$ cat config.mk
export PLATFORM = sky130hd
export DESIGN_NAME = timer_apb_slave_flat
export DESIGN_NICKNAME = d
export VERILOG_FILES = /design/src/rtl/timer_apb_slave_if.sv /design/src/rtl/timer_apb_slave.sv /design/src/flat_wrapper.sv
export SDC_FILE = /design/constraint.sdc
export NUM_CORES = 1
export LEC_CHECK = 0
export ABC_AREA = 0
export CORE_MARGIN = 2
export CORE_UTILIZATION = 41
export CTS_BUF_LIST = sky130_fd_sc_hd__clkbuf_4
export DETAILED_ROUTE_END_ITERATION = 10
export PLACE_DENSITY = 0.76
export SLEW_MARGIN = 25
export SYNTH_ARGS = -nofsm -noshare
export SYNTH_HDL_FRONTEND = slang
export SYNTH_SLANG_ARGS = --single-unit
$ cat constraint.sdc
create_clock -name sys_clk -period 1.8 [get_ports sys_clk]
set_input_delay 0.54 -clock sys_clk [delete_from_list [all_inputs] [get_ports sys_clk]]
set_output_delay 0.54 -clock sys_clk [all_outputs]
set_load 0.01 [all_outputs]
$ cat src/rtl/timer_apb_slave_if.sv
// APB bus bundle between a requester and the timer register file.
// Requester drives select/enable/address/data; responder returns read data, ready and error.
interface timer_apb_slave_if #(
    parameter int ADDR_W = 12
);
    logic              tim_psel;
    logic              tim_penable;
    logic              tim_pwrite;
    logic [ADDR_W-1:0] tim_paddr;
    logic [31:0]       tim_pwdata;
    logic [3:0]        tim_pstrb;
    logic [31:0]       tim_prdata;
    logic              tim_pready;
    logic              tim_pslverr;

    modport master (
        output tim_psel, tim_penable, tim_pwrite, tim_paddr, tim_pwdata, tim_pstrb,
        input  tim_prdata, tim_pready, tim_pslverr
    );

    modport slave (
        input  tim_psel, tim_penable, tim_pwrite, tim_paddr, tim_pwdata, tim_pstrb,
        output tim_prdata, tim_pready, tim_pslverr
    );
endinterface

$ cat src/rtl/timer_apb_slave.sv
// APB responder and timer register file; pready comes WAIT_STATES access cycles after penable.
// Backpressure via registered one-cycle pready; writes commit on the edge that ends the pready cycle.
module timer_apb_slave #(
    parameter int WAIT_STATES = 1,
    parameter int ADDR_W      = 12
) (
    input  logic                sys_clk,
    input  logic                sys_rst_n,
    timer_apb_slave_if.slave    apb,
    input  logic                dbg_mode,
    input  logic [63:0]         cnt_val,
    input  logic                int_set,
    output logic                timer_en,
    output logic                div_en,
    output logic [3:0]          div_val,
    output logic [63:0]         cmp_val,
    output logic                cnt_wr_lo,
    output logic                cnt_wr_hi,
    output logic [31:0]         cnt_wdata,
    output logic [3:0]          cnt_wstrb,
    output logic                halt_ack,
    output logic                tim_int
);

    typedef enum logic [1:0] {
        ST_IDLE   = 2'd0,
        ST_SETUP  = 2'd1,
        ST_ACCESS = 2'd2
    } state_t;

    localparam int          WORD_W    = ADDR_W - 2;
    localparam logic [31:0] TCR_MASK  = 32'h0000_0F03;
    localparam logic [31:0] TCR_RST   = 32'h0000_0100;
    localparam logic [2:0]  WS        = 3'(WAIT_STATES);

    localparam logic [2:0]  A_TCR     = 3'd0;
    localparam logic [2:0]  A_TDR0    = 3'd1;
    localparam logic [2:0]  A_TDR1    = 3'd2;
    localparam logic [2:0]  A_TCMP0   = 3'd3;
    localparam logic [2:0]  A_TCMP1   = 3'd4;
    localparam logic [2:0]  A_TIER    = 3'd5;
    localparam logic [2:0]  A_TISR    = 3'd6;
    localparam logic [2:0]  A_THCSR   = 3'd7;

    function automatic logic [31:0] byte_merge(input logic [31:0] old_val,
                                               input logic [31:0] new_val,
                                               input logic [3:0]  strb);
        logic [31:0] r;
        r = old_val;
        for (int b = 0; b < 4; b++) begin
            if (strb[b]) r[8*b +: 8] = new_val[8*b +: 8];
        end
        return r;
    endfunction

    state_t        state_q;
    logic [1:0]    wait_q;
    logic          pready_q;
    logic          pslverr_q;
    logic [31:0]   prdata_q;

    logic [31:0]   tcr_q;
    logic [31:0]   tcmp0_q;
    logic [31:0]   tcmp1_q;
    logic          tier_q;
    logic          tisr_q;
    logic          thcsr_q;
    logic          cnt_wr_lo_q;
    logic          cnt_wr_hi_q;
    logic [31:0]   cnt_wdata_q;
    logic [3:0]    cnt_wstrb_q;

    logic [WORD_W-1:0] word;
    logic [2:0]    idx;
    logic          in_map;
    logic          unused_addr_lsb;

    logic [31:0]   rd_data_d;
    logic [31:0]   tcr_d;
    logic          tcr_err;
    logic          resp_err_d;
    logic [2:0]    wait_d;
    logic          commit;
    logic          tisr_clr;

    assign word            = apb.tim_paddr[ADDR_W-1:2];
    assign idx             = word[2:0];
    assign in_map          = (word[WORD_W-1:3] == '0);
    assign unused_addr_lsb = ^apb.tim_paddr[1:0];

    // The bus is held stable from the pready cycle to its closing edge, so the
    // error seen in pready and the commit decision always agree.
    assign commit   = pready_q && apb.tim_psel && apb.tim_penable && apb.tim_pwrite && in_map;
    assign tisr_clr = commit && (idx == A_TISR) && apb.tim_pstrb[0] && apb.tim_pwdata[0];

    always_comb begin
        rd_data_d = '0;
        if (in_map) begin
            case (idx)
                A_TCR:   rd_data_d = tcr_q;
                A_TDR0:  rd_data_d = cnt_val[31:0];
                A_TDR1:  rd_data_d = cnt_val[63:32];
                A_TCMP0: rd_data_d = tcmp0_q;
                A_TCMP1: rd_data_d = tcmp1_q;
                A_TIER:  rd_data_d = {31'd0, tier_q};
                A_TISR:  rd_data_d = {31'd0, tisr_q};
                default: rd_data_d = {30'd0, halt_ack, thcsr_q};
            endcase
        end
    end

    // Divider settings are frozen while the timer runs, and div_val tops out at 8.
    always_comb begin
        tcr_d      = byte_merge(tcr_q, apb.tim_pwdata, apb.tim_pstrb) & TCR_MASK;
        tcr_err    = (tcr_d[11:8] > 4'd8) ||
                     (tcr_q[0] && ((tcr_d[11:8] != tcr_q[11:8]) || (tcr_d[1] != tcr_q[1])));
        resp_err_d = apb.tim_pwrite && in_map && (idx == A_TCR) && tcr_err;
        wait_d     = {1'b0, wait_q} + 3'd1;
    end

    always_ff @(posedge sys_clk or negedge sys_rst_n) begin
        if (!sys_rst_n) begin
            state_q   <= ST_IDLE;
            wait_q    <= '0;
            pready_q  <= 1'b0;
            pslverr_q <= 1'b0;
            prdata_q  <= '0;
        end else begin
            pready_q  <= 1'b0;
            pslverr_q <= 1'b0;
            prdata_q  <= '0;
            case (state_q)
                ST_IDLE: begin
                    if (apb.tim_psel && !apb.tim_penable) begin
                        state_q <= ST_SETUP;
                        wait_q  <= '0;
                        if (WS == 3'd0) begin
                            pready_q  <= 1'b1;
                            pslverr_q <= resp_err_d;
                            prdata_q  <= apb.tim_pwrite ? 32'd0 : rd_data_d;
                        end
                    end
                end
                ST_SETUP: begin
                    if (!apb.tim_psel) begin
                        state_q <= ST_IDLE;
                    end else if (apb.tim_penable) begin
                        if (pready_q) begin
                            state_q <= ST_IDLE;
                        end else begin
                            state_q <= ST_ACCESS;
                            wait_q  <= 2'd1;
                            if (WS == 3'd1) begin
                                pready_q  <= 1'b1;
                                pslverr_q <= resp_err_d;
                                prdata_q  <= apb.tim_pwrite ? 32'd0 : rd_data_d;
                            end
                        end
                    end else if (pready_q) begin
                        state_q <= ST_IDLE;
                    end
                end
                ST_ACCESS: begin
                    if (!apb.tim_psel || !apb.tim_penable || pready_q) begin
                        state_q <= ST_IDLE;
                    end else begin
                        wait_q <= wait_d[1:0];
                        if (wait_d == WS) begin
                            pready_q  <= 1'b1;
                            pslverr_q <= resp_err_d;
                            prdata_q  <= apb.tim_pwrite ? 32'd0 : rd_data_d;
                        end
                    end
                end
                default: state_q <= ST_IDLE;
            endcase
        end
    end

    always_ff @(posedge sys_clk or negedge sys_rst_n) begin
        if (!sys_rst_n) begin
            tcr_q       <= TCR_RST;
            tcmp0_q     <= '1;
            tcmp1_q     <= '1;
            tier_q      <= 1'b0;
            tisr_q      <= 1'b0;
            thcsr_q     <= 1'b0;
            cnt_wr_lo_q <= 1'b0;
            cnt_wr_hi_q <= 1'b0;
            cnt_wdata_q <= '0;
            cnt_wstrb_q <= '0;
        end else begin
            cnt_wr_lo_q <= commit && (idx == A_TDR0);
            cnt_wr_hi_q <= commit && (idx == A_TDR1);
            // Interrupt set has priority over a simultaneous write-one-to-clear.
            tisr_q      <= int_set || (tisr_q && !tisr_clr);
            if (commit) begin
                case (idx)
                    A_TCR:   if (!tcr_err) tcr_q <= tcr_d;
                    A_TDR0, A_TDR1: begin
                        cnt_wdata_q <= apb.tim_pwdata;
                        cnt_wstrb_q <= apb.tim_pstrb;
                    end
                    A_TCMP0: tcmp0_q <= byte_merge(tcmp0_q, apb.tim_pwdata, apb.tim_pstrb);
                    A_TCMP1: tcmp1_q <= byte_merge(tcmp1_q, apb.tim_pwdata, apb.tim_pstrb);
                    A_TIER:  if (apb.tim_pstrb[0]) tier_q <= apb.tim_pwdata[0];
                    A_THCSR: if (apb.tim_pstrb[0]) thcsr_q <= apb.tim_pwdata[0];
                    default: ;
                endcase
            end
        end
    end

    assign apb.tim_prdata  = prdata_q;
    assign apb.tim_pready  = pready_q;
    assign apb.tim_pslverr = pslverr_q;

    assign timer_en  = tcr_q[0];
    assign div_en    = tcr_q[1];
    assign div_val   = tcr_q[11:8];
    assign cmp_val   = {tcmp1_q, tcmp0_q};
    assign cnt_wr_lo = cnt_wr_lo_q;
    assign cnt_wr_hi = cnt_wr_hi_q;
    assign cnt_wdata = cnt_wdata_q;
    assign cnt_wstrb = cnt_wstrb_q;
    assign halt_ack  = thcsr_q && dbg_mode;
    assign tim_int   = tier_q && tisr_q;

endmodule

$ cat src/flat_wrapper.sv
// flat-port wrapper written by rule: the top's interface ports become plain ports
module timer_apb_slave_flat 
#(
    parameter int WAIT_STATES = 1,
    parameter int ADDR_W      = 12
)
  (sys_clk, sys_rst_n, dbg_mode, cnt_val, int_set, timer_en, div_en, div_val, cmp_val, cnt_wr_lo, cnt_wr_hi, cnt_wdata, cnt_wstrb, halt_ack, tim_int, apb_tim_psel, apb_tim_penable, apb_tim_pwrite, apb_tim_paddr, apb_tim_pwdata, apb_tim_pstrb, apb_tim_prdata, apb_tim_pready, apb_tim_pslverr);
  timer_apb_slave_if #(.ADDR_W(ADDR_W)) apb_i ();
  input  logic sys_clk;
  input  logic sys_rst_n;
  input  logic dbg_mode;
  input  logic [63:0] cnt_val;
  input  logic int_set;
  output logic timer_en;
  output logic div_en;
  output logic [3:0] div_val;
  output logic [63:0] cmp_val;
  output logic cnt_wr_lo;
  output logic cnt_wr_hi;
  output logic [31:0] cnt_wdata;
  output logic [3:0] cnt_wstrb;
  output logic halt_ack;
  output logic tim_int;
  input wire logic [$bits(apb_i.tim_psel)-1:0] apb_tim_psel;
  input wire logic [$bits(apb_i.tim_penable)-1:0] apb_tim_penable;
  input wire logic [$bits(apb_i.tim_pwrite)-1:0] apb_tim_pwrite;
  input wire logic [$bits(apb_i.tim_paddr)-1:0] apb_tim_paddr;
  input wire logic [$bits(apb_i.tim_pwdata)-1:0] apb_tim_pwdata;
  input wire logic [$bits(apb_i.tim_pstrb)-1:0] apb_tim_pstrb;
  output wire logic [$bits(apb_i.tim_prdata)-1:0] apb_tim_prdata;
  output wire logic [$bits(apb_i.tim_pready)-1:0] apb_tim_pready;
  output wire logic [$bits(apb_i.tim_pslverr)-1:0] apb_tim_pslverr;
  assign apb_i.tim_psel = apb_tim_psel;
  assign apb_i.tim_penable = apb_tim_penable;
  assign apb_i.tim_pwrite = apb_tim_pwrite;
  assign apb_i.tim_paddr = apb_tim_paddr;
  assign apb_i.tim_pwdata = apb_tim_pwdata;
  assign apb_i.tim_pstrb = apb_tim_pstrb;
  assign apb_tim_prdata = apb_i.tim_prdata;
  assign apb_tim_pready = apb_i.tim_pready;
  assign apb_tim_pslverr = apb_i.tim_pslverr;
  timer_apb_slave #(.WAIT_STATES(WAIT_STATES), .ADDR_W(ADDR_W)) u_core (.sys_clk(sys_clk), .sys_rst_n(sys_rst_n), .apb(apb_i), .dbg_mode(dbg_mode), .cnt_val(cnt_val), .int_set(int_set), .timer_en(timer_en), .div_en(div_en), .div_val(div_val), .cmp_val(cmp_val), .cnt_wr_lo(cnt_wr_lo), .cnt_wr_hi(cnt_wr_hi), .cnt_wdata(cnt_wdata), .cnt_wstrb(cnt_wstrb), .halt_ack(halt_ack), .tim_int(tim_int));
endmodule
Word level (Yosys, flattened, before mapping)
Cells that the tools add are included.
{ "op_classes": {"addsub": 1, "magnitude_cmp": 1, "eq_ne": 19, "muxes": 36, "bitwise": 1, "reduce_logical": 45} }
{ "op_table": {"columns": ["cell", "count"], "rows": [
  ["$mux 32", 7],
  ["$pmux 32 s7", 1],
  ["$pmux 32 s2", 1],
  ["$reduce_and 3->1", 12],
  ["$mux 2", 12],
  ["$logic_and 1x1->1", 17],
  ["$eq 3x3->1 const B", 4],
  ["$pmux 2 s3", 2],
  ["$mux 1", 10],
  ["$ne 2x2->1 const B", 4],
  ["$logic_not 7->1", 1],
  ["$eq 3x1->1 const B", 2],
  ["$eq 3x2->1 const B", 2],
  ["$reduce_and 6->1", 1],
  ["$logic_or 1x1->1", 5],
  ["$gt 4x4->1 const B", 1],
  ["$mux 4", 1],
  ["$ne 2x1->1 const B", 2],
  ["$ne 4x3->1 const B", 1],
  ["$ne 4x4->1", 1],
  ["$pmux 1 s2", 2],
  ["$reduce_and 4->1", 1],
  ["$add 2x1->3 const B", 1],
  ["$logic_not 1->1", 3],
  ["9 further kinds", 9]
]} }
{ "word_totals": {"regBits": 149} }

Logic depth before layout (Yosys ltp)
{ "depth": {"word_depth": 10, "mapped_depth": 8} }

Worst setup path after synthesis
Ideal clock, no wire load.
{ "synth_path": {"path_type": "input to register", "start": "in apb_tim_paddr[7]", "end": "reg u_core.tcr_q[10]", "setup_ns": 0.125, "arrival_time_ns": 1.874, "t_required_ns": 1.675, "slack_ns": -0.199, "stages": 5, "path_cell_list": "nor4_4 > and2_4 > nand4_1 > or3b_4 > mux2_4"} }
{ "synth_via": {"elab_chain_cells": 3} }
{ "synth_lines": {"columns": ["element", "line_no", "rtl"], "rows": [
  ["from (decl)", "flat_wrapper.sv:27", "input wire logic [$bits(apb_i.tim_paddr)-1:0] apb_tim_paddr;"],
  ["$logic_not 7->1", "timer_apb_slave.sv:88", "assign in_map = (word[WORD_W-1:3] == '0);"],
  ["$logic_and 1x1->1", "timer_apb_slave.sv:93", "assign commit = pready_q && apb.tim_psel && apb.tim_penable && apb.tim_pwrite && in_map;"],
  ["$reduce_and 3->1 (no source line)", null, null],
  ["to (signal assigned)", "timer_apb_slave.sv:199", "A_TCR: if (!tcr_err) tcr_q <= tcr_d;"],
  ["to (decl)", "timer_apb_slave.sv:62", "logic [31:0] tcr_q;"]
]} }
Every way passes these cells.
A chain may end at the register's enable or synchronous reset.

Worst setup path in the final report
{ "layout_path": {"start": "reg u_core.tcr_q[9]", "end": "reg u_core.tcr_q[9]"} }
{ "layout_via": {"elab_chain_cells": 7, "elab_cells_between_ends": 8} }
{ "layout_lines": {"columns": ["element"], "rows": [
  ["parallel branches: the longest is 7 deep, another holds $gt 4x4->1"]
]} }
Several ways; the timed one is not identified.

==> reports/metrics.yaml <==
outcome:
  status: "finished with violations"
  failed_checks: "negative setup slack"
timing:
  finalMaxSlewViolations: 0
  finalClockSkew_ns: 0.01947
  setup_slack_ns: -0.1694
  timing.fmax_ghz: 0.5078
  min_period_ns: 1.969
  period_share_pct: 109.4
  finalSetupViolCount: 10
  rsz0062_at_grt: "yes"
  tightestPinTransition_ns: 0.6006
  finalHoldViolations: 0
  whs_ns: 0.4229
  relSlewSlack_pct: 59.77
pwr:
  p_sw_share_pct: 28.51
  power_switching_mw: 1.844
  p_per_area_nw_per_um2: 568.4
  combPwrFrac_pct: 16.7
  power_mw: 6.467
  p_clk_share_pct: 30.7
  power_frac_seq_pct: 52.6
  p_leak_nw: 5.347
  p_int_mw: 4.624
  peakVddDrop_mv: 0.4562
route:
  via_count: 6108
  ant_nets: 0
  drt_iter0_markers: 394
  wl_um: 24320
  drt-pass1-iter-count: 5
  post_drt_wl_per_cell_um: 21.50
  drt-vias-per-instance: 5.401
  drc: 0
global_route:
  antenna_found_initial: 3
  grt_pass1_wl_um: 33560
  grt-ovfl-total: 0
  grt_pass1_vias: 6159
  grt_start_max_net_pins: 38
  grtUsageTotal_pct: 26.22
worst_setup_path:
  crit_fanout: 4
  setup.worst_path.class: "register to register"
  worst_setup_path_start_kind: "register"
  reg2reg_to: "u_core.tcr_q[9]$_DFFE_PN0P_"
  rr_worst_depth: 6
  crit_required_ns: 2.25
  critPathArrivalTime_ns: 2.42
  r2r-start: "u_core.tcr_q[9]$_DFFE_PN0P_"
  end_kind: "register"
  r2r_slack_ns: -0.17
min_path:
  hold_end: "u_core.state_q[0]$_DFFE_PN0P_"
  hold_depth: 3
  worstHoldStart: "apb_tim_psel"
  hp-class: "primary input to register"
layout:
  multi_input_area_um2: 2965
  syn_to_final_growth_pct: 71.89
  seq_area_um2: 3811
  fin_area_um2: 11380
  nets: 1025
  nFillCells: 1053
  drive_above_1_share_pct: 54.49
flow_run:
  max_cap_viol_count: 0
synthesis:
  synth_ff_type: "dfrtp_1"
  syn_inst: 493
  synth.distinct_cells: 51
  synth_seq_cells: 149
  synth_most_common_cell: "mux2_2"
  yosysTopAreaCellShare_pct: 31.76
  syn_area_um2: 6619
  yosysWarnings: 0
  syn-num-nets: 617
  syn_avg_cell_area_um2: 13.43
  yosysSeqAreaShare_pct: 57.56
  yosysTopAreaCell: "dfrtp_1"
  synth_edf_count: 0
  async_reset_ff_share_pct: 100.0
  synthTopCellsByArea: "dfrtp_1 (32%), dfstp_2 (26%), mux2_2 (17%)"
  synth_common_cells: "mux2_2 (100), dfrtp_1 (84), dfstp_2 (65)"
clock_tree:
  cts.sinks: 149
  root_buffer: "clkbuf_4"
  clk_pin_slew_worst_paths_ns: 0.13
  clkLatencyLatePin_ns: 0.55
  cts_tree: "yes"
  clock_path_buffers: 2
  cts_buffers: 17
  cts_max_level: 4
floorplan:
  fp.dieH_um: 131.1
  row_count: 46
  ioPinCount: 263
  die_area_um2: 17180
  start_util_pct: 41.82
  die_x_um: 131.1
  core_um2: 15830
place:
  place_area_um2: 10020
  post-dp-hpwl_um: 15510
  io_buffer_count: 260
  place_ws_ns: -0.8024
  gp_congestion: 0.9106
[layout make-up]
| type | count | area share [%] |
|---|---|---|
| Timing Repair Buffer | 413 | 35.50 |
| Sequential cell | 149 | 33.50 |
| Multi-Input combinational cell | 312 | 26.06 |
| Tap cell | 216 | 2.375 |
| Clock inverter | 15 | 1.155 |
| Clock buffer | 17 | 1.122 |
| Inverter | 8 | 0.2639 |
| Antenna cell | 1 | 0.02199 |
[worst max-delay path: stages (launching register included)]
cell and delay, ns:
dfrtp_1 0.45, buf_4 0.18, xnor2_2 0.16, a41oi_2 0.13, a31oi_1 0.19, or3b_4 0.45, mux2_4 0.31
[sequential cells by signal, summed over array words and instances (netlist names)]
signal	cells
u_core.thcsr_q	1
u_core.state_q	2
u_core.tcmp1_q	32
u_core.tier_q	1
u_core.tcmp0_q	32
u_core.cnt_wr_hi	1
u_core.apb.tim_pready	1
u_core.tisr_q	1
u_core.wait_q	2
u_core.cnt_wr_lo	1
u_core.apb.tim_pslverr	1
u_core.apb.tim_prdata	32
u_core.cnt_wdata	32
u_core.tcr_q	6
u_core.cnt_wstrb	4
[how the worst max path moves through the flow]
| stage | to | slack (ns) | from |
|---|---|---|---|
| finish | u_core.tcr_q[9]$_DFFE_PN0P_ | -0.17 | u_core.tcr_q[9]$_DFFE_PN0P_ |
| detailed placement | u_core.tcr_q[10]$_DFFE_PN0P_ | -0.80 | apb_tim_paddr[7] |
| floorplan | u_core.tcr_q[10]$_DFFE_PN0P_ | -0.19 | apb_tim_paddr[7] |
| global placement | u_core.tcr_q[10]$_DFFE_PN0P_ | -0.79 | apb_tim_paddr[7] |
| CTS | div_val[0] | -0.13 | u_core.tcr_q[8]$_DFFE_PN1P_ |
| global route | u_core.tcr_q[9]$_DFFE_PN0P_ | -0.23 | u_core.tcr_q[9]$_DFFE_PN0P_ |
[metrics by stage]
stage | TNS [ns] | std cells | util [%]
4_1_cts | -0.9650 | 1109 | 68.81
6_report | -0.6481 | 1131 | 71.88
2_1_floorplan | -6.513 | 493 | -
5_1_grt | -3.655 | 1131 | 71.88
3_5_place_dp | -92.85 | 1010 | 63.31
3_3_place_gp | -89.91 | 1010 | 63.31
[cells by family after synthesis]
group / synth area share, %
adder cells (fa/ha/maj): 0.9452
AND/OR/NAND/NOR: 7.543
buffers and inverters: 2.287
AO/OA/AOI/OAI: 11.23
flip-flops: 57.56
XOR/XNOR: 0.6616
multiplexers: 19.77
[cells in the final DEF, fill, tap and decap left out, types with 17 or more instances in the layout]
| master | instances |
|---|---|
| a21oi_1 | 23 |
| clkdlybuf4s15_1 | 51 |
| clkbuf_4 | 17 |
| mux2_2 | 80 |
| buf_6 | 85 |
| dfrtp_1 | 83 |
| buf_4 | 123 |
| mux2_4 | 26 |
| clkdlybuf4s50_1 | 101 |
| a22oi_1 | 56 |
| clkbuf_2 | 19 |
| dfstp_2 | 65 |
[repair_timing]
action / in CTS / in global routing
buffers inserted: 66 / 16
gates cloned: 0 / 8
pin swaps: 5 / 16
endpoints found under the setup margin: 231 / 229
hold endpoints to repair: 18 / 0
resized for setup: 506 / 115
hold buffers: 1 / 0
[layer usage]
layer	track usage (%)	share of wire, %	vias up
li1	-	-	2661
met1	31.44	39	3058
met2	45.23	51	323
met3	6.412	7.0	64
met4	10.95	2.6	2
met5	0	0.053	-
[power groups by stage]
stage	Combinational (mW)	Clock, mW	Sequential (mW)
CTS	0.965	2.01	3.40
floorplan	0.320	0	3.46
global placement	0.869	0	3.46
detailed placement	0.917	0	3.46
global route	1.15	2.19	3.41
finish	1.08	1.99	3.40
Power figures use the tool's default switching activity.
